[src/rtl/instr_fetch_unit.sv]
// -----------------------------------------------------------------------------
// instr_fetch_unit
//
// Instruction fetch stage ahead of decode. It generates sequential word-aligned
// fetch addresses and issues them to instruction memory over a req/gnt/rvalid
// handshake. Returned words are buffered together with their PCs in a small
// FIFO, and decode pops that FIFO through a valid/ready handshake. A redirect
// flushes the FIFO, marks in-flight responses as stale, and restarts fetch at
// the target address.
//
// Parameters
//   RESET_PC  first fetch address after reset (word aligned)
//   DEPTH     FIFO entries and in-flight request limit (power of 2, >= 2)
//
// Ports
//   clk, reset_n                      clock, asynchronous active-low reset
//   imem_req, imem_addr               fetch request and its byte address
//   imem_gnt                          memory accepts the request this cycle
//   imem_rvalid, imem_rdata           in-order response, one per grant
//   redirect_valid, redirect_pc       one-cycle restart pulse and its target
//   instr_valid, instr_data, instr_pc FIFO head presented to decode
//   instr_ready                       decode pops the head when valid
// -----------------------------------------------------------------------------
module instr_fetch_unit #(
    parameter logic [31:0] RESET_PC = 32'h0000_0000,
    parameter int          DEPTH    = 4
) (
    input  logic        clk,
    input  logic        reset_n,
    output logic        imem_req,
    output logic [31:0] imem_addr,
    input  logic        imem_gnt,
    input  logic        imem_rvalid,
    input  logic [31:0] imem_rdata,
    input  logic        redirect_valid,
    input  logic [31:0] redirect_pc,
    output logic        instr_valid,
    output logic [31:0] instr_data,
    output logic [31:0] instr_pc,
    input  logic        instr_ready
);

    localparam int            PW      = $clog2(DEPTH);
    localparam int            CW      = $clog2(DEPTH + 1);
    localparam logic [CW:0]   DEPTH_C = DEPTH[CW:0];
    localparam logic [CW-1:0] FULL    = DEPTH[CW-1:0];

    logic          run;
    logic [31:0]   fetch_pc;
    logic [31:0]   resp_pc;
    logic [CW-1:0] occ;
    logic [CW-1:0] outst;
    logic [CW-1:0] drop;
    logic [PW-1:0] rd_ptr;
    logic [PW-1:0] wr_ptr;
    logic [31:0]   data_mem [DEPTH];
    logic [31:0]   pc_mem   [DEPTH];

    logic          grant;
    logic          push;
    logic          pop;
    logic          discard;
    logic [CW:0]   credit_used;
    logic [CW-1:0] outst_nxt;
    logic [CW-1:0] grant_ext;
    logic [CW-1:0] resp_ext;
    logic [CW-1:0] push_ext;
    logic [CW-1:0] pop_ext;
    logic [31:0]   redirect_aligned;

    // Credit is taken from registered counts only, so imem_req never depends
    // combinationally on instr_ready or imem_rvalid. The sum of occ and outst
    // only rises on a grant, so a raised request holds until it is granted.
    assign credit_used = {1'b0, occ} + {1'b0, outst};
    assign imem_req    = run && (credit_used < DEPTH_C);
    assign imem_addr   = fetch_pc;

    assign grant   = imem_req && imem_gnt;
    assign pop     = instr_valid && instr_ready;
    assign discard = imem_rvalid && (drop != '0);
    // A response landing in a redirect cycle belongs to the old path.
    assign push    = imem_rvalid && (drop == '0) && !redirect_valid;

    assign grant_ext = {{(CW-1){1'b0}}, grant};
    assign resp_ext  = {{(CW-1){1'b0}}, imem_rvalid};
    assign push_ext  = {{(CW-1){1'b0}}, push};
    assign pop_ext   = {{(CW-1){1'b0}}, pop};

    // Outstanding count after this cycle's grant and response; on a redirect
    // every one of these is stale, including a grant made in that same cycle.
    assign outst_nxt = outst + grant_ext - resp_ext;

    assign redirect_aligned = redirect_pc & 32'hFFFF_FFFC;

    assign instr_valid = (occ != '0);
    assign instr_data  = instr_valid ? data_mem[rd_ptr] : 32'h0;
    assign instr_pc    = instr_valid ? pc_mem[rd_ptr]   : 32'h0;

    always_ff @(posedge clk or negedge reset_n) begin
        if (!reset_n) begin
            run      <= 1'b0;
            fetch_pc <= RESET_PC;
            resp_pc  <= RESET_PC;
            occ      <= '0;
            outst    <= '0;
            drop     <= '0;
            rd_ptr   <= '0;
            wr_ptr   <= '0;
        end else begin
            run   <= 1'b1;
            outst <= outst_nxt;
            if (redirect_valid) begin
                fetch_pc <= redirect_aligned;
                resp_pc  <= redirect_aligned;
                occ      <= '0;
                drop     <= outst_nxt;
                rd_ptr   <= '0;
                wr_ptr   <= '0;
            end else begin
                if (grant) begin
                    fetch_pc <= fetch_pc + 32'd4;
                end
                if (push) begin
                    resp_pc <= resp_pc + 32'd4;
                    wr_ptr  <= wr_ptr + 1'b1;
                end
                if (discard) begin
                    drop <= drop - 1'b1;
                end
                if (pop) begin
                    rd_ptr <= rd_ptr + 1'b1;
                end
                occ <= occ + push_ext - pop_ext;
            end
        end
    end

    // Payload storage; contents are only visible through occ, so no reset.
    always_ff @(posedge clk) begin
        if (push) begin
            data_mem[wr_ptr] <= imem_rdata;
            pc_mem[wr_ptr]   <= resp_pc;
        end
    end

`ifndef SYNTHESIS
    always_ff @(posedge clk) begin
        if (reset_n) begin
            assert (!(imem_rvalid && (occ == FULL) && !pop));
            assert (!(imem_rvalid && (outst == '0)));
        end
    end
`endif

endmodule

[config.mk]
export PLATFORM = sky130hd
export DESIGN_NAME = instr_fetch_unit
export DESIGN_NICKNAME = d
export VERILOG_FILES = /design/src/rtl/instr_fetch_unit.sv
export SDC_FILE = /design/constraint.sdc
export NUM_CORES = 1
export LEC_CHECK = 0
export BUFFER_PORTS_ARGS = -buffer_cell sky130_fd_sc_hd__buf_2
export CAP_MARGIN = 20
export CORE_MARGIN = 5
export CORE_UTILIZATION = 40
export CTS_BUF_LIST = sky130_fd_sc_hd__clkbuf_16
export CTS_CLUSTER_DIAMETER = 60
export DETAILED_ROUTE_END_ITERATION = 10
export GPL_TIMING_DRIVEN = 0
export PLACE_DENSITY_LB_ADDON = 0.2
export SYNTH_ARGS = -nofsm -noshare
export SYNTH_HDL_FRONTEND = slang
export SYNTH_SLANG_ARGS = --single-unit
[constraint.sdc]
create_clock -name clk -period 4.19 [get_ports clk]
set_input_delay 0.419 -clock clk [delete_from_list [all_inputs] [get_ports clk]]
set_output_delay 0.419 -clock clk [all_outputs]
set_load 0.005 [all_outputs]
# == After elaboration in Yosys (flattened, before gate mapping) ==
# Memories as Yosys holds them, arrays and structs flattened.
# Index checks and enable logic that the tools add are counted.
# word_totals
regBits,78
ramBits,256
out_inout_bits,98
wordCells,50
memories,2
# op_classes
addsub,10
magnitude_cmp,1
muxes,15
reduce_logical,14
# mem_list
memory,words,width,read_ports,rd_ports_with_merged_regs,wr,line,rtl
data_mem,4,32,1,0,1,56,logic [31:0] data_mem [DEPTH];
pc_mem,4,32,1,0,1,57,logic [31:0] pc_mem [DEPTH];
# op_table
op,count
$mux 32,6
$add 32x3->32 const B,2
$mux 3,3
$mux 2,4
$reduce_bool 2->1,4
$add 3x1->3,2
$logic_and 1x1->1,6
$reduce_bool 3->1,2
$sub 3x1->3,2
$add 2x1->2 const B,2
$add 3x3->4,1
$lt 4x3->1 const B,1
$logic_not 3->1,1
$sub 3x1->3 const B,1
$mux 1,2
$logic_not 1->1,1

# == Logic depth before layout (Yosys ltp) ==
# depth
word_depth,7
mapped_depth,12
mapped_depth_nobuf,12

# == Worst setup path after synthesis ==
# No wires, ideal clock.
# synth_path
path_kind,reg-to-reg
start,register drop[0]
end,"memory data_mem[0][0], enable pin"
t_arrival_ps,2639
slack_ps,1124
stages_incl_launch_ff,6
n_path_buf,0
synth_period_minus_slack_ps,3066
path_cell_list,dfrtp_1 > inv_1 > ha_1 > nand3b_1 > nor2_1 > and2_1
# synth_via
elab_chain_len,5
# synth_lines
item,line,rtl
from (decl),53,logic [CW-1:0] drop;
from (signal assigned),116,drop <= outst_nxt;
from (signal assigned),128,drop <= drop - 1'b1;
$logic_not 3->1,82,assign push = imem_rvalid && (drop == '0) && !redirect_valid;
$logic_and 1x1->1 (2 in a row),82,
$mux 1,140,if (push) begin
$mux 1 (not written as such),141,data_mem[wr_ptr] <= imem_rdata;
to (decl),56,
# No other way between the ends.

# == Final worst setup path ==
# layout_path
start,register rd_ptr[0]
end,output port instr_data[9]
# layout_via
elab_chain_len,2
# layout_lines
item,line,rtl
from (decl),54,logic [PW-1:0] rd_ptr;
from (signal assigned),131,rd_ptr <= rd_ptr + 1'b1;
$mem_v2 4x32,--,
$mux 32,96,assign instr_data = instr_valid ? data_mem[rd_ptr] : 32'h0;
to (decl),38,"output logic [31:0] instr_data,"
# No other way between the ends.

==> impl_metrics.csv <==
group,metric,value,unit
die,ios,168,
sta,fin_crit_sh,0.849,
yosys,synth_area_per_cell,16.7,um^2
power,ir_drop,0.266,mV
min_path,hold_class,"input port to flip-flop",
sta,finalSetupViolCount,0,
global_route,antenna_found_initial,1,
place,pre_cts_ws,1.02,ns
place,finalWeightedCongestion,0.802,
sta,clock.fmax,0.281,GHz
global_route,grt_max_degree,57,
power,clkPwrFrac,0.341,
place,portBuffers,160,
global_route,grt_pass1_vias,8000,
final_layout,diodes,0,
yosys,synth_edf_count,248,
yosys,syn_area,13600,um^2
die,rows,67,
clock_network,cts_buffers,37,
sta,finalHoldWorstSlack,0.134,ns
routing,first_iter_violations,372,
sta,final.setup.tns,0,ns
die,core,33500,um^2
yosys,synth_seq_cells,322,
yosys,ys.flop_type,"edfxtp_1",
final_layout,synthToLayoutAreaGrowth,20.2,%
yosys,postSynthCellCount,810,
job,drv_cap,0,
clock_network,clock_path_buffers,3,
power,power.switching,2.43,mW
sta,fin_crit,3.56,ns
clock_network,cts_sinks,322,
sta,setup_ws,0.632,ns
sta,fin_worst_skew,0.0176,ns
setup_path,cp_data_required_time,3.77,ns
power,power.density,550,nW/um^2
power,total_power,8.96,mW
routing,vias,7544,
status,status,"complete, no violations",
global_route,overflow,0,
die,die_area,37700,um^2
yosys,ys_seq_area_frac,0.686,
power,p_sw_frac,0.272,
routing,viasPerCell,5.04,
routing,wirelength,29.9,mm
clock_network,root_buffer,"clkbuf_16",
setup_path,cp.arrival,3.14,ns
die,initial_utilization,0.404,
sta,hold_violations,0,
power,p_seq_frac,0.428,
power,pwr-share-comb,0.231,
yosys,async_reset_ff_frac,0.230,
clock_network,clk_latency,0.52,ns
global_route,grtUsageTotal,0.158,
clock_network,htreeDepth,2,
final_layout,instances_no_fill,1498,
routing,ant_nets,0,
sta,rsz0062_at_grt,"false",
clock_network,path_clk_slew,0.06,ns
global_route,grt_pass1_wl,47.3,mm
routing,dr.pass1.iters,5,
power,p_leak,5.91,nW
power,power.internal,6.53,mW
clock_network,cts_tree,"built",
die,die_x,194,um
setup_path,path_class,"flip-flop to output port",
routing,drc_errors,0,
final_layout,drive_gt1_frac,0.310,
routing,wl_per_cell,20.0,um
yosys,yosysUniqueCellTypes,47,
yosys,yosysWarnings,0,
setup_path,start_kind,"flip-flop",
setup_path,cp-end-kind,"output port",
sta,slew_viol_final,0,
sta,tightestPinTransition,1.08,ns
clock_network,post-cts-setup-buffers,0,
die,chipHeight,194,um
sta,maxSlewHeadroom,0.276,
setup_path,cp_max_fo,10,
place,dpl.hpwl,19.9,mm
final_layout,num-nets-final,1107,
place,post-place-cells,1428,
[cell usage in the layout, fill, tap and decap left out, types with 24 or more instances in the layout]
cell type    n
edfxtp_1   248
buf_2      161
dfrtp_1     74
and2_1      63
mux4_2      62
clkbuf_16   39
xor2_1      35
nor2_1      30
mux2_2      29
xnor2_1     26
nand2_1     26
inv_1       24
[Yosys cell counts (all sizes together), types with 2 or more instances]
cell type,number,area (um^2)
a211oi,4,30.0
a21boi,16,120
a21oi,10,50.1
and2,67,419
and3,8,50.1
and4,4,35.0
buf,15,72.6
clkbuf,23,86.3
conb,2,7.51
dfrtp,74,1850
edfxtp,248,7450
fa,2,40.0
ha,14,175
inv,13,48.8
mux2,29,327
mux2i,5,50.1
mux4,62,1400
nand2,26,97.6
nand2b,10,62.6
nand3,22,110
nand4,23,144
nor2,30,113
nor2b,2,12.5
nor3,8,40.0
nor4,9,62.6
nor4b,2,17.5
o21ai,4,20.0
or3,4,25.0
or4,2,18.8
or4b,2,23.8
xnor2,26,228
xor2,35,307
[registers in the layout, indices dropped and copies added (netlist names), 3 cells and up]
register   count
occ            3
pc_mem       120
drop           3
outst          3
resp_pc       30
data_mem     128
imem_addr     30
[routing by layer]
layer | GRT usage | vias up | wire, um
met2 | 0.249 | 217 | 13800
met1 | 0.231 | 3781 | 13900
met5 | 0 | - | 7
li1 | - | 3507 | -
met4 | 0.0286 | 2 | 401
met3 | 0.0342 | 37 | 1790
[logic make-up (layout without fill, tap and decap cells)]
family          after synthesis  after routing  synth area share
mux                          96             96             0.131
simple gates                222            222            0.0927
other cells                   2              5          0.000554
flops                       322            322             0.686
xor+xnor                     61             61            0.0394
buf+inv                      52            289            0.0156
compound gates               39             39            0.0193
fa+ha+maj                    16             16            0.0159
[stage by stage]
stage | area (um^2) | util
6_report | 16300 | 0.486
5_1_grt | 16300 | 0.486
4_1_cts | 16300 | 0.486
3_5_place_dp | 15100 | 0.450
3_3_place_gp | 14900 | 0.445
2_1_floorplan | 13600 | -
[critical path: stages (launching register included)]
cell      delay, ns
dfrtp_1        0.32
clkbuf_1       0.61
buf_1          0.79
mux4_2         0.61
and2_1         0.17
buf_2          0.12
[power groups by stage]
stage / clock network [mW] / registers, mW / logic, mW
global route: 3.30 / 3.87 / 2.32
global placement: 0 / 3.91 / 2.08
CTS: 3.16 / 3.84 / 2.13
floorplan: 0 / 3.86 / 1.31
finish: 3.06 / 3.84 / 2.07
detailed placement: 0 / 3.90 / 2.12
[final timing paths]
check,startpoint,end,slack [ns],cells past startpoint
max,rd_ptr[0],instr_data[9],0.63,5
min,imem_rdata[4],data_mem[3][4],0.13,1
max reg2reg,occ[1],imem_addr[25],1.12,7
min reg2reg,resp_pc[27],pc_mem[2][27],0.56,0
max in group asynchronous,reset_n,resp_pc[16],3.27,3
min in group asynchronous,reset_n,imem_addr[22],0.34,2
[area by class of cell]
type                       count  area (um^2)
clock buffer                  39          976
tap                          448          561
timing repair buffer         169          982
multi-input combinational    439         4070
inverter                      14         52.6
clock inverter                29          201
sequential                   322         9300
buffer                        38          159
fill                        2940        17200
[what timing repair did]
action                                  CTS  global route
endpoints found under the setup margin    0             0
hold buffers                              1             0
endpoints found under the hold margin    18             0
resized for setup                         0             0
No activity file was read; power rests on OpenSTA's default activity.
